===== config.mk =====
export PLATFORM = sky130hd
export DESIGN_NAME = mm_arbiter
export DESIGN_NICKNAME = d
export VERILOG_FILES = /design/src/rtl/mm_arbiter.sv
export SDC_FILE = /design/constraint.sdc
export NUM_CORES = 1
export LEC_CHECK = 0
export BUFFER_PORTS_ARGS = -buffer_cell sky130_fd_sc_hd__buf_2
export CELL_PAD_IN_SITES_DETAIL_PLACEMENT = 0
export CELL_PAD_IN_SITES_GLOBAL_PLACEMENT = 1
export CORE_MARGIN = 2
export CORE_UTILIZATION = 32
export CTS_BUF_LIST = sky130_fd_sc_hd__clkbuf_8
export CTS_CLUSTER_DIAMETER = 120
export CTS_CLUSTER_SIZE = 16
export DETAILED_ROUTE_END_ITERATION = 10
export PLACE_DENSITY = 0.92
export SLEW_MARGIN = 15
export SYNTH_ARGS = -nofsm -noshare
export SYNTH_HDL_FRONTEND = slang
export SYNTH_SLANG_ARGS = --single-unit

===== constraint.sdc =====
create_clock -name clk -period 2.35 [get_ports clk]
set_input_delay 0.235 -clock clk [delete_from_list [all_inputs] [get_ports clk]]
set_output_delay 0.235 -clock clk [all_outputs]
set_load 0.05 [all_outputs]

===== src/rtl/mm_arbiter.sv =====
// mm_arbiter: shares one main memory between the CPU datapath port and the
// UART loader port. Each access runs IDLE -> ACC (MEM_LAT cycles) -> ACK.
// Contention is resolved round-robin. While boot is high, only the loader
// can be granted.
//
// Ports:
//   clk, rst                 clock, synchronous active-low reset
//   boot                     loader owns memory; CPU grants are blocked
//   cpu_req/wr/addr/wdata    CPU request (held until cpu_ack)
//   cpu_rdata, cpu_ack       CPU read data register, one-cycle completion pulse
//   cpu_stall                combinational cpu_req & ~cpu_ack
//   ldr_*                    same set for the loader port (no stall output)
//   mm_rd/mm_wr/addr/wdata   memory strobes and payload (registered)
//   mm_rdata                 memory read data
//   owner                    0 = CPU, 1 = loader; current or last grant
module mm_arbiter #(
  parameter int unsigned AW      = 32,
  parameter int unsigned DW      = 32,
  parameter int unsigned MEM_LAT = 1
) (
  input  logic          clk,
  input  logic          rst,
  input  logic          boot,
  input  logic          cpu_req,
  input  logic          cpu_wr,
  input  logic [AW-1:0] cpu_addr,
  input  logic [DW-1:0] cpu_wdata,
  output logic [DW-1:0] cpu_rdata,
  output logic          cpu_ack,
  output logic          cpu_stall,
  input  logic          ldr_req,
  input  logic          ldr_wr,
  input  logic [AW-1:0] ldr_addr,
  input  logic [DW-1:0] ldr_wdata,
  output logic [DW-1:0] ldr_rdata,
  output logic          ldr_ack,
  output logic          mm_rd,
  output logic          mm_wr,
  output logic [AW-1:0] mm_addr,
  output logic [DW-1:0] mm_wdata,
  input  logic [DW-1:0] mm_rdata,
  output logic          owner
);

  localparam int unsigned CW = 4;
  localparam logic [CW-1:0] CNT_INIT = CW'(MEM_LAT - 1);

  typedef enum logic [1:0] {
    IDLE = 2'd0,
    ACC  = 2'd1,
    ACK  = 2'd2
  } state_t;

  state_t        state, state_nxt;
  logic [CW-1:0] cnt, cnt_d;
  logic          wr_q, wr_d;
  logic          last, last_d;

  logic          mm_rd_d, mm_wr_d, owner_d, cpu_ack_d, ldr_ack_d;
  logic [AW-1:0] mm_addr_d;
  logic [DW-1:0] mm_wdata_d, cpu_rdata_d, ldr_rdata_d;

  logic cpu_elig, ldr_elig, any_elig, pick_ldr;

  // Request eligibility and round-robin pick (1 = loader)
  assign cpu_elig = cpu_req & ~boot;
  assign ldr_elig = ldr_req;
  assign any_elig = cpu_elig | ldr_elig;
  assign pick_ldr = (cpu_elig & ldr_elig) ? ~last : ldr_elig;

  assign cpu_stall = cpu_req & ~cpu_ack;

  // State register
  always_ff @(posedge clk) begin
    if (!rst) state <= IDLE;
    else      state <= state_nxt;
  end

  // Next-state logic
  always_comb begin
    state_nxt = state;
    case (state)
      IDLE:    if (any_elig) state_nxt = ACC;
      ACC:     if (cnt == '0) state_nxt = ACK;
      ACK:     state_nxt = IDLE;
      default: state_nxt = IDLE;
    endcase
  end

  // Output / datapath next values; registered below
  always_comb begin
    mm_rd_d     = mm_rd;
    mm_wr_d     = 1'b0;
    mm_addr_d   = mm_addr;
    mm_wdata_d  = mm_wdata;
    owner_d     = owner;
    cnt_d       = cnt;
    wr_d        = wr_q;
    last_d      = last;
    cpu_ack_d   = 1'b0;
    ldr_ack_d   = 1'b0;
    cpu_rdata_d = cpu_rdata;
    ldr_rdata_d = ldr_rdata;
    case (state)
      IDLE: begin
        if (any_elig) begin
          wr_d       = pick_ldr ? ldr_wr    : cpu_wr;
          mm_addr_d  = pick_ldr ? ldr_addr  : cpu_addr;
          mm_wdata_d = pick_ldr ? ldr_wdata : cpu_wdata;
          owner_d    = pick_ldr;
          cnt_d      = CNT_INIT;
          // Write strobe is asserted for the first ACC cycle only
          mm_rd_d    = ~wr_d;
          mm_wr_d    = wr_d;
        end
      end
      ACC: begin
        if (cnt != '0) begin
          cnt_d = cnt - CW'(1);
        end else begin
          mm_rd_d = 1'b0;
          if (!wr_q) begin
            if (owner) ldr_rdata_d = mm_rdata;
            else       cpu_rdata_d = mm_rdata;
          end
          // Ack register becomes visible in the ACK cycle
          if (owner) ldr_ack_d = 1'b1;
          else       cpu_ack_d = 1'b1;
        end
      end
      ACK: begin
        mm_rd_d = 1'b0;
        last_d  = owner;
      end
      default: ;
    endcase
  end

  // Registered outputs and datapath state
  always_ff @(posedge clk) begin
    if (!rst) begin
      mm_rd     <= 1'b0;
      mm_wr     <= 1'b0;
      mm_addr   <= '0;
      mm_wdata  <= '0;
      owner     <= 1'b0;
      cnt       <= '0;
      wr_q      <= 1'b0;
      last      <= 1'b1;
      cpu_ack   <= 1'b0;
      ldr_ack   <= 1'b0;
      cpu_rdata <= '0;
      ldr_rdata <= '0;
    end else begin
      mm_rd     <= mm_rd_d;
      mm_wr     <= mm_wr_d;
      mm_addr   <= mm_addr_d;
      mm_wdata  <= mm_wdata_d;
      owner     <= owner_d;
      cnt       <= cnt_d;
      wr_q      <= wr_d;
      last      <= last_d;
      cpu_ack   <= cpu_ack_d;
      ldr_ack   <= ldr_ack_d;
      cpu_rdata <= cpu_rdata_d;
      ldr_rdata <= ldr_rdata_d;
    end
  end

endmodule


==> flow_results.org, run 1 <==
** Critical path
- Crit path required time :: 2750 ps
- The endpoint identified for the worst register-to-register timing path is mm_wdata[14]$_SDFFE_PN0P_.
- At the worst endpoint, the arrival time is 2550 ps.
- The worst setup path is launched from a register.
- The critical path is of the register to register type.
- Register-to-Register Path Depth :: 7
- The setup check on the worst reg-to-reg path leaves a slack of 190 ps.
- In this run the critical register-to-register path is launched from state[0]$_SDFFE_PN0P_.
- In this run the worst path has a maximum fanout of 44.
- STA classifies the critical path endpoint as a register.

** Timing
- The number of max-slew violations in the final report came to 0.
- RSZ-0062 raised after global routing :: no
- In the post-route analysis, the smallest setup slack over all paths is 192.7 ps.
- Setup Viol. Count Final :: 0
- Measured against its own limit, the worst slew margin works out to 59.54%.
- Final total negative setup slack :: 0 ps
- The clock arrives with 13.94 ps of skew.
- Final hold vios :: 0
- Post-route minimum period :: 2157 ps
- FMAX :: 463.6 MHz
- Hold is met by 43.78 ps.
- Fraction of the cycle the final worst path needs :: 91.80%
- Transition at the pin with the smallest max-transition slack :: 605.5 ps

** Power and ir drop
- The internal power of the cells totals 4.653 mW.
- In this run switching power makes up 45.08% of total power.
- For this design the static power due to leakage is 3.923 nW.
- The share of total power dissipated in combinational logic is 41.1%.
- Maximum vdd ir drop :: 0.4811 mV
- Flop pwr share :: 36.3%
- Net load switching power :: 3.820 mW
- In this run the power density over the cells is 1080 nW/um2.
- Of the total power, the clock network draws 22.6%.

** Placed design
- At the end of routability-driven placement, the weighted congestion stood at 0.7915.
- Placement-stage worst setup slack :: 429.0 ps
- DPL Wire Length :: 12350 um
- Port buffering added 300 buffers.

** Synthesis
- FFs w/ async S/R, synth :: 0%
- Counting flops with a built-in enable in the synthesized netlist gives 0.
- In this run, distinct cell masters in the synthesized netlist total 38.
- By area, the combinational part of the netlist is dominated by simple AND/OR/NAND/NOR gates.
- Netlist Area Pre-Place :: 5615 um2
- The synthesized netlist devotes 18.09% of its cell area to compound gates.
- The number of nets in the synthesized netlist is 853.
- Of the total synthesized cell area, the portion taken by full adders, half adders and majority gates is 1.114%.
- Sequential area share after synthesis :: 50.27%
- Synthesized instance count :: 681
- After synthesis, the mean cell area works out to 8.246 um2.
- Synthesis warning total :: 0
- Post-synthesis mux area share :: 6.061%
- Counting flops and latches in the post-synthesis netlist gives 141.
- Xor/xnor cell area share of the yosys netlist :: 0%
- Dominant register cell in the synthesized netlist :: sky130_fd_sc_hd__dfxtp_1
- Simple logic cell fraction of the synthesized area :: 19.30%

** Drt
- Iteration-0 DRC Markers :: 255
- For this block, the routed nets add up to 16960 um of wire.
- Drt drc :: 0
- WL/cell :: 14.05 um
- Post-DR vias/cell :: 4.745
- Routed vias :: 5727
- The count of nets left with antenna violations once routing finished came out at 0.
- Initial DRT Pass Iterations :: 4

** GRT
- After global routing the overflow that remains totals 0.
- Entering global routing, the biggest net connects 65 pins.
- First-pass GRT wire length :: 25700 um
- The number of antenna violations at the first check in global routing was 1.
- Total Routing Usage GR :: 17.62%
- Vias in the first global route :: 5194

** Run status
- The run finished with clean final reports.

** Clocking
- Setup fix buffers added after clock tree synthesis :: 0
- Clock latency on the worst-skew pair, taken at its later pin, is 440 ps.
- Depth of the CTS H-tree :: 4
- The tree built by TritonCTS fans out to 141 sinks.
- The clock passes through at most 2 buffers.
- CTS tree :: yes
- TritonCTS created 17 clock buffers.
- CTS clock-pin slew for the worst setup and hold paths :: 100 ps
- Clock tree synthesis selected as its root buffer the cell sky130_fd_sc_hd__clkbuf_8.

** Floorplanning
- The die is 136.5 um tall.
- Number of top-level pins :: 301
- The region available for standard cell placement spans 17240 um2.
- The floorplan step defined a die boundary enclosing 18620 um2.
- The floorplan step set the die width to 136.5 um.
- The initial utilization of the core area, before any placement, comes to 32.58%.
- The initialized floorplan defines 48 standard-cell rows.

** Worst hold path
- Hold path startpoint :: ldr_wdata[28]
- Hold path endpoint :: mm_wdata[28]$_SDFFE_PN0P_
- Worst Hold Path Cells :: 3
- Worst min-delay path class :: input pin to register

** Finish
- Layout area overhead :: 39.77%
- The repair_antennas step left the layout with diodes totalling 0.
- Number of filler instances in the final layout :: 1727
- Fraction of layout instances using a drive strength above 1 :: 35.85%
- Final nets :: 1141
- Leaving out fill and tap cells, the most frequent cell in the layout is sky130_fd_sc_hd__buf_2.
- In the layout the commonest cells are 299 x sky130_fd_sc_hd__buf_2, 197 x sky130_fd_sc_hd__nand2_1, 141 x sky130_fd_sc_hd__dfxtp_1.

** Flow run
- Max_cap viols :: 0
[registers in the layout, summed over array words and instances, names as in the netlist]
signal     count
mm_addr       32
cnt            4
wr_q           1
state          2
mm_rd          1
cpu_rdata     32
cpu_ack        1
ldr_ack        1
last           1
owner          1
mm_wdata      32
ldr_rdata     32
mm_wr          1
[synth_stat cells, drive strengths merged (2+ instances only)]
library cell  count  area, um2
a21oi             5      25.02
a22oi             2      15.01
a31oi            64      400.4
and2              2      15.02
buf              18      125.1
clkbuf           39      146.4
dfxtp           141       2823
ha                5      62.56
inv               5      18.77
mux2i            34      340.3
nand2           199      747.0
nand2b            3      18.77
nand3            32      160.2
nor2              6      22.52
nor2b             2      12.51
nor3              2      10.01
nor3b             2      15.01
o21ai           102      510.5
o22ai             2      12.51
or3               2      12.51
[power by group through the flow]
stage	Combinational (mW)	Clock (mW)	Sequential [mW]
floorplan	1.16	0	4.55
global placement	3.45	0	3.11
detailed placement	3.46	0	3.13
CTS	3.50	1.99	3.08
global route	3.73	2.09	3.13
finish	3.48	1.92	3.07
[per-stage QoR]
stage	std cells	total power [mW]	utilization (%)	instance area [um2]
6_report	1207	8.473	45.54	7849
4_1_cts	1207	8.564	45.54	7849
3_5_place_dp	1160	6.582	42.44	7315
2_1_floorplan	681	5.711	-	5615
5_1_grt	1207	8.951	45.54	7849
3_3_place_gp	1160	6.561	42.44	7315
[per-layer routing]
metal / vias up / global-route usage [%] / part of all wire (%)
met4: 2 / 5.093 / 0.98
li1: 2928 / - / -
met1: 2538 / 20.51 / 42
met2: 247 / 30.22 / 48
met5: - / 0 / 0.077
met3: 12 / 6.450 / 8.8
[final cells by class]
cell class	count	area (um2)	area share [%]
flip-flops and latches	141	2823	35.96
clock inverters	15	150.1	1.913
inverters	5	18.77	0.2391
well taps	225	281.5	3.587
repair buffers	326	1824	23.24
multi-input cells	478	2517	32.07
clock buffers	17	234.0	2.981
[what timing repair did]
item	4_1_cts	5_1_grt
endpoints found under the hold margin	11	0
gates resized for setup	0	0
hold buffers	15	0
[critical path, stage by stage (launching register included)]
cell	delay, ps
sky130_fd_sc_hd__dfxtp_1	330
sky130_fd_sc_hd__inv_1	90
sky130_fd_sc_hd__ha_1	280
sky130_fd_sc_hd__o21a_4	380
sky130_fd_sc_hd__buf_12	240
sky130_fd_sc_hd__o21ai_0	100
sky130_fd_sc_hd__a31oi_1	140
sky130_fd_sc_hd__dlygate4sd3_1	550
[worst max-delay path by stage]
stage	from	to	slack (ps)	depth (start not counted)
floorplan	cnt[0]$_SDFFE_PN0P_	mm_rd$_SDFFE_PN0P_	560	6
global placement	state[1]$_SDFFE_PN0P_	cpu_rdata[18]$_SDFFE_PN0P_	490	7
detailed placement	state[1]$_SDFFE_PN0P_	cpu_rdata[17]$_SDFFE_PN0P_	430	7
CTS	state[1]$_SDFFE_PN0P_	mm_wdata[14]$_SDFFE_PN0P_	190	7
global route	state[0]$_SDFFE_PN0P_	mm_wdata[14]$_SDFFE_PN0P_	20	7
finish	state[0]$_SDFFE_PN0P_	mm_wdata[14]$_SDFFE_PN0P_	190	7
[logic make-up (layout without fill, tap and decap cells)]
group | Yosys count | after routing
compound gates | 181 | 181
mux | 34 | 34
simple gates | 258 | 258
flops | 141 | 141
fa+ha+maj | 5 | 5
buf+inv | 62 | 363
(Power assumes the default switching activity.)
==> run 2: changes to the inputs <==
clock period = 2.19 ns   (was 2.35 ns; I/O delays follow)
==> flow_results.org, run 2 (synthesized netlist as in run 1, its figures left out) <==
** Finish
- Leading cell type in the layout, fill and taps excluded :: sky130_fd_sc_hd__buf_2
- The layout cell share with drive strength beyond 1 came to 34.25% (-1.6 points).
- Layout area overhead :: 52.29%
- Number of standard cells in the final layout excluding fillers :: 1277 (+5.8%)
- Final nets :: 1210 (+6.0%)
- Commonest non-fill, non-tap cells in the layout :: 299 x sky130_fd_sc_hd__buf_2, 197 x sky130_fd_sc_hd__nand2_1, 141 x sky130_fd_sc_hd__dfxtp_1

** Clocking
- Clock root cell :: sky130_fd_sc_hd__clkbuf_8
- Sinks on the clock net :: 141 (unchanged)
- The clock latency on the worst-skew pair was 450 ps (about the same).
- The number of clock buffers inserted by TritonCTS was 17 (unchanged).
- Clock Tree Buf Depth :: 2 (unchanged)
- The number of H-tree branching levels is 4 (unchanged).
- CTS tree :: yes
- The clock slew seen by the registers of the worst setup and hold paths was 90 ps (about the same).

** Timing
- Post-route minimum period :: 2036 ps (-121.6 ps)
- The final cycle utilization of the critical path was 92.95% (+1.2 points).
- Final hold vios :: 0 (unchanged)
- RSZ-0062 raised after global routing :: no
- Max-slew violation count :: 0 (unchanged)
- Clock tree skew after final layout :: 14.82 ps (+0.8804 ps)
- Worst hold margin :: 33.33 ps (-10.45 ps)
- The total negative slack was 0 ps (unchanged).
- Setup Viol. Count Final :: 0 (unchanged)
- FMAX :: 491.2 MHz (+6.0%)
- The max-slew headroom at the worst pin is 60.51% (+0.96 points).
- Transition at the pin with the smallest max-transition slack :: 591.1 ps (-14.44 ps)

** Floorplanning
- Die Area :: 18620 um2 (unchanged)
- Vert. Die Dim :: 136.5 um (unchanged)
- The number of primary I/O pins was 301 (unchanged).
- The area of the core is 17240 um2 (unchanged).
- Effective utilization at floorplan :: 32.58% (unchanged)
- Number of rows in the core area :: 48 (unchanged)
- Chip width :: 136.5 um (unchanged)

** Critical path
- Startpoint of the worst-slack reg-to-reg timing path :: state[0]$_SDFFE_PN0P_
- The critical-path maximum fanout came to 18 (-59%).
- The setup path with the least slack is of type register to register.
- Crit path required time :: 2560 ps (-190 ps)
- STA classifies the critical path startpoint as a register.
- The arrival time of the worst setup path was 2410 ps (-140 ps).
- Worst Setup End Kind :: register
- Critical path launch point :: state[0]$_SDFFE_PN0P_

** Drt
- The detailed-route wire length came to 18840 um (+11%).
- The number of violations reported at the end of detailed-routing iteration 0 was 268 (+5.1%).
- The number of nets with antenna violations after routing is 0 (unchanged).
- Post-DR vias/cell :: 4.843 (+2.1%)
- The via count came to 6184 (+8.0%).
- The wire length per cell after detailed routing came to 14.75 um (+5.0%).
- Drt drc :: 0 (unchanged)
- Initial DRT Pass Iterations :: 5 (+1)

** Flow run
- Max_cap viols :: 0 (unchanged)

** Placed design
- Global placer's final weighted congestion :: 0.8119 (+2.6%)
- Port Buffers :: 300 (unchanged)
- # placed instances :: 1161 (+0.086%)
- DPL Wire Length :: 12330 um (-0.21%)

** Power and ir drop
- P per Cell Area :: 1108 nW/um2 (+2.6%)
- Flop pwr share :: 34.8% (-1.5 points)
- The power after layout came to 9.476 mW (+12%).
- The power spent charging and discharging nets is 4.236 mW (+11%).
- The maximum VDD drop is 0.5439 mV (+13%).
- Clock group share of total power :: 22.0% (-0.6 points)
- P_int :: 5.239 mW (+13%)
- Switching portion of total power :: 44.71% (-0.37 points)
- Share of power burned in combinational logic :: 43.2% (+2.1 points)
- Reported leakage power :: 4.255 nW (+8.5%)

** Run status
- The flow ran to the end, and the final reports show no timing, DRC or antenna violations.

** GRT
- The number of global-route vias before repair is 5619 (+8.2%).
- Number of antenna violations at the first check in global routing :: 2 (+1)
- The first-pass GRT wire length is 27820 um (+8.2%).
- The total track usage came to 19.00% (+1.4 points).
- The largest net degree at the start of global routing was 65 (unchanged).
- The overflow left after global routing was 0 (unchanged).

** Worst hold path
- The tightest min-delay check is of the input pin to register type.
- Hold path startpoint :: cpu_addr[18]
run 2: worst paths after layout:
kind	slack, ps	end	cells after the start
setup / recovery	150	mm_addr[10]$_SDFFE_PN0P_	7
hold / removal	30	mm_addr[18]$_SDFFE_PN0P_	3
setup reg to reg	150	mm_addr[10]$_SDFFE_PN0P_	7
hold reg to reg	460	ldr_rdata[24]$_SDFFE_PN0P_	2
run 2: routing by layer:
metal / GRT usage, % / wire length (um) / vias up
li1: - / - / 3072
met1: 22.05 / 7464 / 2788
met2: 32.03 / 9066 / 292
met3: 6.562 / 1839 / 30
met4: 7.465 / 456 / 2
met5: 0 / 13 / -
run 2: stage by stage:
stage          util [%]  instance area, um2  setup WS (ps)
6_report          49.62                8552          154.3
5_1_grt           49.62                8552          31.89
4_1_cts           49.25                8489          11.44
3_5_place_dp      42.55                7335          288.7
3_3_place_gp      42.55                7335          339.5
2_1_floorplan         -                5615          396.6
run 2: power by group through the flow:
stage	clock [mW]	combinational [mW]	sequential, mW
CTS	2.14	3.97	3.30
global placement	0	3.70	3.35
global route	2.25	4.36	3.36
finish	2.08	4.09	3.30
detailed placement	0	3.72	3.36
floorplan	0	1.25	4.88
run 2: layout make-up:
type / instances / area (um2)
fillers: 1647 / 8685
flip-flops and latches: 141 / 2823
multi-input cells: 480 / 2547
repair buffers: 393 / 2495
well taps: 225 / 281.5
clock buffers: 17 / 234.0
clock inverters: 15 / 150.1
inverters: 5 / 18.77
diodes: 1 / 2.502
run 2: what timing repair did:
action / in CTS / in global routing
hold buffers: 77 / 0
resized for setup: 0 / 2
buffers inserted: 0 / 4
endpoints found under the setup margin: 0 / 25
hold endpoints to repair: 50 / 0
run 2: worst max-delay path: stages, from the launching register on:
cell,delay (ps)
sky130_fd_sc_hd__dfxtp_1,330
sky130_fd_sc_hd__inv_1,120
sky130_fd_sc_hd__ha_4,210
sky130_fd_sc_hd__o21a_4,220
sky130_fd_sc_hd__buf_4,230
sky130_fd_sc_hd__o21ai_0,120
sky130_fd_sc_hd__a31oi_1,160
sky130_fd_sc_hd__dlygate4sd3_1,570
==> run 3: changes to the inputs <==
PLACE_DENSITY = unset   (was 0.92)
PLACE_DENSITY_LB_ADDON = 0.05   (was unset)
==> flow_results.org, run 3 (synthesized netlist as in run 1, its figures left out) <==
** Drt
- Drt drc :: 0 (unchanged)
- The number of violations reported at the end of detailed-routing iteration 0 came to 214 (-20%).
- Initial DRT Pass Iterations :: 5 (unchanged)
- The per-cell via count in the routed design is 4.775 (-1.4%).
- The number of nets with antenna violations after routing is 0 (unchanged).
- The detailed-route wire length came to 18380 um (-2.5%).
- The wire length per cell after detailed routing was 14.88 um (+0.85%).
- Routed vias :: 5897 (-4.6%)

** Timing
- The count of endpoints failing setup in the final report was 0 (unchanged).
- The total negative slack came to 0 ps (unchanged).
- Worst hold margin :: 32.50 ps (-0.8305 ps)
- Slew HR :: 61.47% (+0.96 points)
- The maximum clock frequency was 485.3 MHz (-1.2%).
- The setup clock skew after layout is 17.63 ps (+2.805 ps).
- The post-layout minimum cycle time was 2061 ps (+25.03 ps).
- The slew at the pin closest to its max-slew limit is 576.7 ps (-14.42 ps).
- Final hold vios :: 0 (unchanged)
- Max-slew violation count :: 0 (unchanged)
- The final cycle utilization of the critical path was 94.10% (+1.1 points).

** GRT
- Total Routing Usage GR :: 18.98% (-0.028 points)
- Largest net degree at the start of global routing :: 65 (unchanged)
- The first-pass GRT wire length was 27910 um (+0.32%).
- GR Overflow Total :: 0 (unchanged)
- Vias in the first global route :: 5662 (+0.77%)
- Number of antenna violations at the first check in global routing :: 1 (-1)

** Critical path
- Register-to-Register Path Depth :: 7 (unchanged)
- Endpoint of the most critical register-to-register path :: mm_addr[0]$_SDFFE_PN0P_
- The worst register-to-register path begins at state[0]$_SDFFE_PN0P_.
- The worst setup path is of the register to register kind.
- FF-to-FF setup slack :: 130 ps (-30 ps)
- The worst setup path is captured at a register.
- Startpoint types :: register
- The arrival time of the worst setup path came to 2440 ps (+30 ps).
- Critical path endpoint :: mm_addr[0]$_SDFFE_PN0P_
- CP Max Fanout :: 44 (+26)
- The required time of the worst setup path was 2570 ps (about the same).
- Critical path launch point :: state[0]$_SDFFE_PN0P_

** Clocking
- Clk_lat worst skew :: 440 ps (about the same)
- Depth of the CTS H-tree :: 4 (unchanged)
- Clock Tree Buf Depth :: 2 (unchanged)
- Clock tree synthesis selected as its root buffer the cell sky130_fd_sc_hd__clkbuf_8.
- TritonCTS built the clock tree.
- The number of clock buffers inserted by TritonCTS is 17 (unchanged).
- CTS clock-pin slew for the worst setup and hold paths :: 80 ps (about the same)
- The clock net sink count was 141 (unchanged).

** Power and ir drop
- The maximum VDD drop was 0.5010 mV (-7.9%).
- The fraction of power consumed by combinational cells is 42.5% (-0.7 points).
- The areal power density over the cells came to 1139 nW/um2 (+2.8%).
- Switching portion of total power :: 44.01% (-0.70 points)
- The relative contribution of sequential cells to total power is 35.5% (+0.7 points).
- The power share of the clock group came to 22.0% (about the same).
- P_int :: 5.205 mW (-0.65%)
- The power spent charging and discharging nets is 4.091 mW (-3.4%).
- The static leakage came to 4.081 nW (-4.1%).

** Floorplanning
- The number of rows created at floorplan is 48 (unchanged).
- The starting utilization of the core area came to 32.58% (unchanged).
- Vert. Die Dim :: 136.5 um (unchanged)
- Core Area :: 17240 um2 (unchanged)
- Chip width :: 136.5 um (unchanged)
- Die Area :: 18620 um2 (unchanged)
- Number of top-level pins :: 301 (unchanged)

** Finish
- Antenna diodes :: 0 (-1)
- The number of nets in the layout is 1169 (-3.4%).
- Number of filler instances in the final layout :: 1749 (+6.2%)
- Commonest non-fill, non-tap cells in the layout :: 299 x sky130_fd_sc_hd__buf_2, 197 x sky130_fd_sc_hd__nand2_1, 141 x sky130_fd_sc_hd__dfxtp_1
- Fraction of layout instances using a drive strength above 1 :: 35.25% (+0.99 points)
- Relative to the synthesized area, the layout overhead comes to 45.37%.
- Number of standard cells in the final layout excluding fillers :: 1235 (-3.3%)
- Leading cell type in the layout, fill and taps excluded :: sky130_fd_sc_hd__buf_2

** Flow run
- The number of max-cap violations is 0 (unchanged).

** Placed design
- DPL Wire Length :: 12710 um (+3.1%)
- The placer congestion estimate came to 0.7916 (-2.5%).
- Port Buffers :: 300 (unchanged)
- # placed instances :: 1160 (-0.086%)

** Run status
- The run finished with clean final reports.

** Worst hold path
- Worst min-delay path class :: input pin to register
[run 3: critical path, cell delays in order, from the launching register on]
cell and delay (ps):
sky130_fd_sc_hd__dfxtp_1 340, sky130_fd_sc_hd__inv_1 90, sky130_fd_sc_hd__ha_2 260, sky130_fd_sc_hd__o21a_4 250, sky130_fd_sc_hd__buf_12 220, sky130_fd_sc_hd__o21ai_0 90
sky130_fd_sc_hd__a31oi_1 160, sky130_fd_sc_hd__dlygate4sd3_1 570
[run 3: final cells by class]
type	count	area, um2	area share, %
timing repair buffer	353	2127	26.06
multi-input combinational	479	2529	30.98
clock inverter	15	150.1	1.839
sequential	141	2823	34.58
clock buffer	17	234.0	2.866
inverter	5	18.77	0.2299
tap	225	281.5	3.449
[run 3: per-stage QoR]
step | setup slack (ps) | area [um2] | total power, mW | util, %
global placement | 326.3 | 7340 | 7.051 | 42.58
CTS | 18.48 | 8074 | 9.286 | 46.84
global route | -0.3770 | 8163 | 9.810 | 47.36
floorplan | 396.6 | 5615 | 6.128 | -
detailed placement | 231.7 | 7340 | 7.101 | 42.58
finish | 129.3 | 8163 | 9.296 | 47.36
[run 3: power groups by stage]
stage,Combinational [mW],Clock [mW],Sequential [mW]
after floorplan,1.25,0,4.88
after detailed placement,3.75,0,3.35
after global routing,4.23,2.22,3.36
after CTS,3.86,2.12,3.30
final,3.95,2.05,3.30
after global placement,3.71,0,3.34
[run 3: worst min path at each step]
stage / from / end / slack (ps) / cells past startpoint
finish: ldr_wdata[17] / mm_wdata[17]$_SDFFE_PN0P_ / 30 / 3
global route: mm_rdata[12] / cpu_rdata[12]$_SDFFE_PN0P_ / 3 / 3
CTS: cpu_wdata[23] / mm_wdata[23]$_SDFFE_PN0P_ / 0.06 / 3
detailed placement: ldr_rdata[21]$_SDFFE_PN0P_ / ldr_rdata[21]$_SDFFE_PN0P_ / 450 / 2
global placement: cpu_rdata[14]$_SDFFE_PN0P_ / cpu_rdata[14]$_SDFFE_PN0P_ / 440 / 2
floorplan: ldr_addr[0] / mm_addr[0]$_SDFFE_PN0P_ / 370 / 2
[run 3: layer usage]
metal | share of wire [%] | global-route usage (%) | up-vias
met5 | 0 | 0 | -
met4 | 2.8 | 7.639 | 0
met3 | 9.1 | 7.942 | 31
met2 | 48 | 31.47 | 237
met1 | 40 | 21.52 | 2642
li1 | - | - | 2987
[run 3: repair_timing]
action / 4_1_cts / 5_1_grt
hold endpoints to repair: 20 / 3
setup endpoints to repair: 0 / 13
gates resized for setup: 0 / 1
buffers inserted: 0 / 3
hold buffers: 35 / 3
